===== config.mk =====
export PLATFORM = sky130hd
export DESIGN_NAME = demux_latch8
export DESIGN_NICKNAME = d
export VERILOG_FILES = /design/src/rtl/demux_latch8.sv
export SDC_FILE = /design/constraint.sdc
export NUM_CORES = 1
export LEC_CHECK = 0
export ABC_AREA = 1
export ABC_CLOCK_PERIOD_IN_PS = 3160
export CORE_UTILIZATION = 51
export DETAILED_ROUTE_END_ITERATION = 12
export PLACE_DENSITY = 0.82
export SYNTH_ARGS = -nofsm -noshare
export SYNTH_HDL_FRONTEND = slang
export SYNTH_SLANG_ARGS = --single-unit

===== constraint.sdc =====
create_clock -name CLK -period 3.16 [get_ports CLK]
set_clock_uncertainty 0.1 [all_clocks]
set_input_delay 0.632 -clock CLK [delete_from_list [all_inputs] [get_ports CLK]]
set_output_delay 0.632 -clock CLK [all_outputs]
set_load 0.05 [all_outputs]

===== src/rtl/demux_latch8.sv =====
// demux_latch8: clocked 1-of-N demultiplexer / addressable latch (74LS259 modes).
// Steers serial bit D onto one of NUM_OUT registered outputs. The address comes
// from the external bus S, or from an auto-incrementing pointer for
// serial-to-parallel capture.

// One output bit. Applies the latch/memory/demux/clear function table locally,
// given the shared strobes and whether this lane is the addressed one.
module demux_latch8_lane (
   input  logic CLK,
   input  logic RST_n,
   input  logic hit,     // this lane is the effective address
   input  logic wr,      // G_n low: write strobe
   input  logic clr,     // CLR_n low: demux/clear mode
   input  logic d,
   output logic q
);

   // A lane that is not addressed keeps its value, unless clr forces it low.
   always_ff @(posedge CLK or negedge RST_n) begin
      if (!RST_n)         q <= 1'b0;
      else if (wr && hit) q <= d;
      else if (clr)       q <= 1'b0;
   end

endmodule

module demux_latch8 #(
   parameter  int ADDR_W  = 3,
   localparam int NUM_OUT = 2 ** ADDR_W
) (
   input  logic               CLK,
   input  logic               RST_n,
   input  logic               G_n,
   input  logic               CLR_n,
   input  logic               MODE,
   input  logic [ADDR_W-1:0]  S,
   input  logic               D,
   output logic [NUM_OUT-1:0] Q,
   output logic [ADDR_W-1:0]  PTR,
   output logic               FRAME_DONE
);

   logic              wr;
   logic              clr;
   logic              ptr_wr;
   logic [ADDR_W-1:0] addr;

   assign wr     = ~G_n;
   assign clr    = ~CLR_n;
   // The pointer only moves on writes that actually use it as the address.
   assign ptr_wr = wr & MODE;
   assign addr   = MODE ? PTR : S;

   // One lane per output bit, each comparing itself against the shared address.
   for (genvar i = 0; i < NUM_OUT; i++) begin : g_lane
      demux_latch8_lane u_lane (
         .CLK   (CLK),
         .RST_n (RST_n),
         .hit   (addr == ADDR_W'(i)),
         .wr    (wr),
         .clr   (clr),
         .d     (D),
         .q     (Q[i])
      );
   end

   // Pointer: zeroed by clear mode, otherwise advances on pointer-addressed
   // writes. NUM_OUT is a power of two, so the natural overflow is the wrap.
   always_ff @(posedge CLK or negedge RST_n) begin
      if (!RST_n)          PTR <= '0;
      else if (clr && !wr) PTR <= '0;
      else if (ptr_wr)     PTR <= PTR + 1'b1;
   end

   // Frame pulse: the write that filled the last slot. Clear mode cannot
   // coincide, since it requires G_n high.
   always_ff @(posedge CLK or negedge RST_n) begin
      if (!RST_n) FRAME_DONE <= 1'b0;
      else        FRAME_DONE <= ptr_wr & (&PTR);
   end

endmodule


After elaboration in Yosys (flattened, before gate mapping)
Index checks and enable logic that the tools add are counted.

Add/sub/neg operators: 1. Multipliers: 0. Divide/modulo/power cells: 0. $lt $le $gt $ge: 0. Equal/unequal tests: 15. Shift operators: 0. Muxes and demuxes: 12. Bitwise gates (word level): 4. Reduce and logical (&&, ||, !) cells: 12.

Operators with widths (count): $ne A2 B1 Y1 const B (8); $eq A3 B3 Y1 const B (4); $logic_and A1 B1 Y1 (9); $mux W1 (9); $mux W3 (3); $eq A3 B2 Y1 const B (2); $add A3 B1 Y3 const B (1); $eq A3 B1 Y1 const B (1); $logic_not A3 Y1 (1); $reduce_and A3 Y1 (1); $and A1 B1 Y1 (2); $not A1 Y1 (2); $reduce_bool A2 Y1 (1).

Register bits: 12. Bits in latches: 0. Bits in writable memories: 0. Bits in read-only memories: 0. Logic and storage cells: 54. Memories kept: 0.

Longest topological paths before layout
Depth in word-level cells: 4. Depth in mapped cells: 9. Depth with buffers taken out: 8.

Hierarchy
Synthesis repeated with hierarchy kept, for this count alone.

Cell total of the unflattened synthesis: 105. Area total of the unflattened synthesis: 732.0 um^2.

By module, submodules not included: demux_latch8_lane (instances 8, cells each 6, area an instance 46.3 um^2); demux_latch8 (instances 1, cells each 57, area an instance 361.6 um^2).

Worst setup path before layout
Ideal clock, no wire load.

Kind: register -> register. Start point: register PTR[0]. End point: register PTR[2]. Library setup time: 0.127 ns. Arrival time: 1.262 ns. Slack: 1.671 ns. Stages on the path, launching flop included: 5. Buffers on the path: 0. Clock period less this slack: 1.489 ns. Path through: dfrtp_1 ha_1 ha_1 nand3_1 o21ai_0.

Longest elaborated chain between the ends: 3.

Ends and longest elaborated chain: start: declaration (line 39) `output logic [ADDR_W-1:0] PTR,`; start signal: assignment (line 72) `else if (ptr_wr) PTR <= PTR + 1'b1;`; $add A3 B1 Y3 (line 72); $mux W3 (line 72); $mux W3 (line 71) `else if (clr && !wr) PTR <= '0;`.

Every way passes these cells. The select of a mux whose other input is x is not followed. A chain may end at the register's enable or synchronous reset.

Worst setup path after layout
Start point: register PTR[0]. End point: output PTR[0].

No word-level cell between the ends.

==> results.md <==
* GRT met3 Usage at 0.03830
* Lkg Pwr at around 0.57 nW
* RD Place Congestion at just under 0.8
* Post-route clock period utilization at 0.7316
* Worst Path Max Fanout at 6
* Slew @ Worst Pin at ~0.57 ns
* Post-synthesis instance area at ~860 sq um
* Latest clock arrival within the worst-skew pair at 0.27 ns
* Post-Synthesis Cells at between 100 and 150
* Post-synthesis sequential area ratio at 0.3488
* Clock Path Buffers at 2
* Inserted Diodes at 0
* Initial Utilization at 0.5584
* Row cnt at 14
* DP HPWL at between 1000 and 1500 um
* Worst EP arrival at approximately 1.6 ns
* Clock Power Share at 0.242
* Netlist cell types at 19
* DR WL/cell at 10.54 um
* Max Cap Viol at 0
* Num CTS Buffers at 3
* Area growth syn-to-layout at 20.93%
* Hold Slack at ~0.47 ns
* Vias/cell at between 4 and 5
* I/O pins at 21
* Unrepaired setup endpoints after global routing: false
* Cell taking the most area after synthesis: dfrtp_1
* Core Footprint at ~1500 sq um
* Most crowded layer after global routing: met2
* Via count at ~710
* PostCTS Resize Cnt at 0
* Global-route wire length before repair at roughly 2600 um
* Die Area at between 1500 and 2000 sq um
* Setup violations, final at 0
* Worst Setup Start Kind: flop
* Most common cell in the netlist: nand2_1
* Root buffer cell: clkbuf_4
* PD cells at 497.6 nW/um^2
* Post-synth net total at between 100 and 150
* CTS tree: done
* CTS H-tree depth at 1
* Primary FF master, synth: dfrtp_1
* M2 GR Usage at 0.3104
* Synth top area share at 0.3488
* Critical path class: reg2out
* Routed WL at between 1500 and 2000 um
* Fraction of layout cells with a size suffix above 1 at 0.1450
* Number of synthesized flops with an enable pin at 0
* Max IR drop VDD at 0.3227 mV
* CP Data Required Time at between 2 and 2.5 ns
* Die Height at ~43 um
* CP cell instances: clkdlybuf4s50_1
* Avg Cell Area, Syn at 7.357 sq um
* Worst Setup End Kind: output pin
* Status: complete, no violations
* Max-slew violations at 0
* Switching pwr at 0.2066 mW
* Min cycle time layout at approximately 2.3 ns
* Setup tns final at 0 ns
* GRT met1 Usage at 0.2440
* CTS sink count at 12
* Die width at 43.09 um
* Sw Ratio at 0.3989
* Largest cells by area after synthesis: dfrtp_1 35%, nand2_1 17%, inv_1 7.4%
* Total GRT Usage at 0.1926
* 1st-iter DRT viols at 14
* Drt drc at 0
* Number of port buffers at 20
* Family with the most delay on the worst path: buffers and inverters
* CP max stage delay at 0.85 ns
* Comb pwr share at 0.398
* Syn. warnings at 0
* Commonest cells in the netlist: 40 x nand2_1, 17 x inv_1, 12 x dfrtp_1
* Final hold violations at 0
* Max Clock Freq at 0.4326 GHz
* Filler cells at 132
* Seq pwr share at 0.360
* Slowest-stage cell, CP: clkdlybuf4s50_1
* Worst Path Buf+Inv at 1
* Area of the multi-input gates at between 400 and 500 sq um
* Largest net degree at the start of global routing at 13
* Register Area at around 300 sq um
* Number of synthesized register bits at 12
* Post-CTS Setup Bufs at 0
* CTS Hold Buffers Added at 0
* HP Class: reg2reg
* Pre-Repair DR Iteration Count at 4
* Slew Limit Headroom at 0.6159
* Fin nets at approximately 140
* Reg clk slew, reported paths at 0.08 ns
* Vias in the first global route at 648
* Initial antenna violation count at 0
* Routed Antenna Nets at 0
* Remaining Overflow, GRT at 0
* Power Internal at ~0.31 mW
* Async SR Flop Fraction at 1.000
[power by group through the flow]
| stage | clock [mW] | sequential, mW | combinational (mW) |
|---|---|---|---|
| after floorplan | 0 | 0.211 | 0.137 |
| after global placement | 0 | 0.188 | 0.205 |
| after detailed placement | 0 | 0.190 | 0.206 |
| after CTS | 0.127 | 0.186 | 0.207 |
| after global routing | 0.136 | 0.189 | 0.222 |
| final | 0.125 | 0.186 | 0.206 |
[sequential cells by signal (all words and copies together), names as in the netlist]
| register | cells |
|---|---|
| FRAME_DONE | 1 |
| PTR | 3 |
| g_lane.u_lane.q | 8 |
[per-stage QoR]
stage | utilization | cells | power [mW] | area (sq um) | setup slack, ns
after floorplan | - | 117 | 0.3474 | 860.8 | 1.671
after global placement | 0.6518 | 143 | 0.3927 | 1005 | 0.9745
after detailed placement | 0.6518 | 143 | 0.3957 | 1005 | 0.9792
after CTS | 0.6753 | 147 | 0.5205 | 1041 | 0.8478
after global routing | 0.6753 | 147 | 0.5477 | 1041 | 0.7860
final | 0.6753 | 147 | 0.5180 | 1041 | 0.8481
[cell usage in the layout (no fill, tap or decap), drive strengths merged]
cell           synthesis  layout
o21ai                  4       4
ha                     2       2
nand3                 12      12
a21oi                  1       1
or2                    1       1
dfrtp                 12      12
clkbuf                 0       4
nand2                 47      47
clkdlybuf4s50          0      20
inv                   19      19
nor2                   9       9
[final timing paths]
path | slack, ns | depth (start not counted) | to | from
min in group asynchronous | 0.62 | 1 | g_lane[3].u_lane.q | RST_n
worst min-delay path | 0.47 | 4 | g_lane[0].u_lane.q | g_lane[0].u_lane.q
worst max register to register | 1.82 | 4 | PTR[2] | PTR[0]
max in group asynchronous | 1.97 | 1 | g_lane[5].u_lane.q | RST_n
worst max-delay path | 0.85 | 1 | PTR[0] | PTR[0]
worst min register to register | 0.47 | 4 | g_lane[0].u_lane.q | g_lane[0].u_lane.q
[per-layer routing]
layer  up-vias  share of wire
li1        371              -
met1       319           0.50
met2        15           0.44
met3         4          0.043
met4         0          0.020
met5         -              0
[final cells by class]
| cell class | count | share of cell area |
|---|---|---|
| multi-input cells | 76 | 0.3918 |
| flip-flops and latches | 12 | 0.2885 |
| repair buffers | 20 | 0.1923 |
| inverters | 19 | 0.07332 |
| clock buffers | 4 | 0.03486 |
| well taps | 16 | 0.01923 |
[cell families (layout without fill, tap and decap cells)]
logic type / after synthesis / in the layout / synth area share
and+or+nand+nor: 69 / 69 / 0.4026
buffers and inverters: 29 / 43 / 0.1773
DFF: 12 / 12 / 0.3488
AOI/OAI and AO/OA: 5 / 5 / 0.04215
adders and majority gates: 2 / 2 / 0.02907
Power figures use the tool's default switching activity.
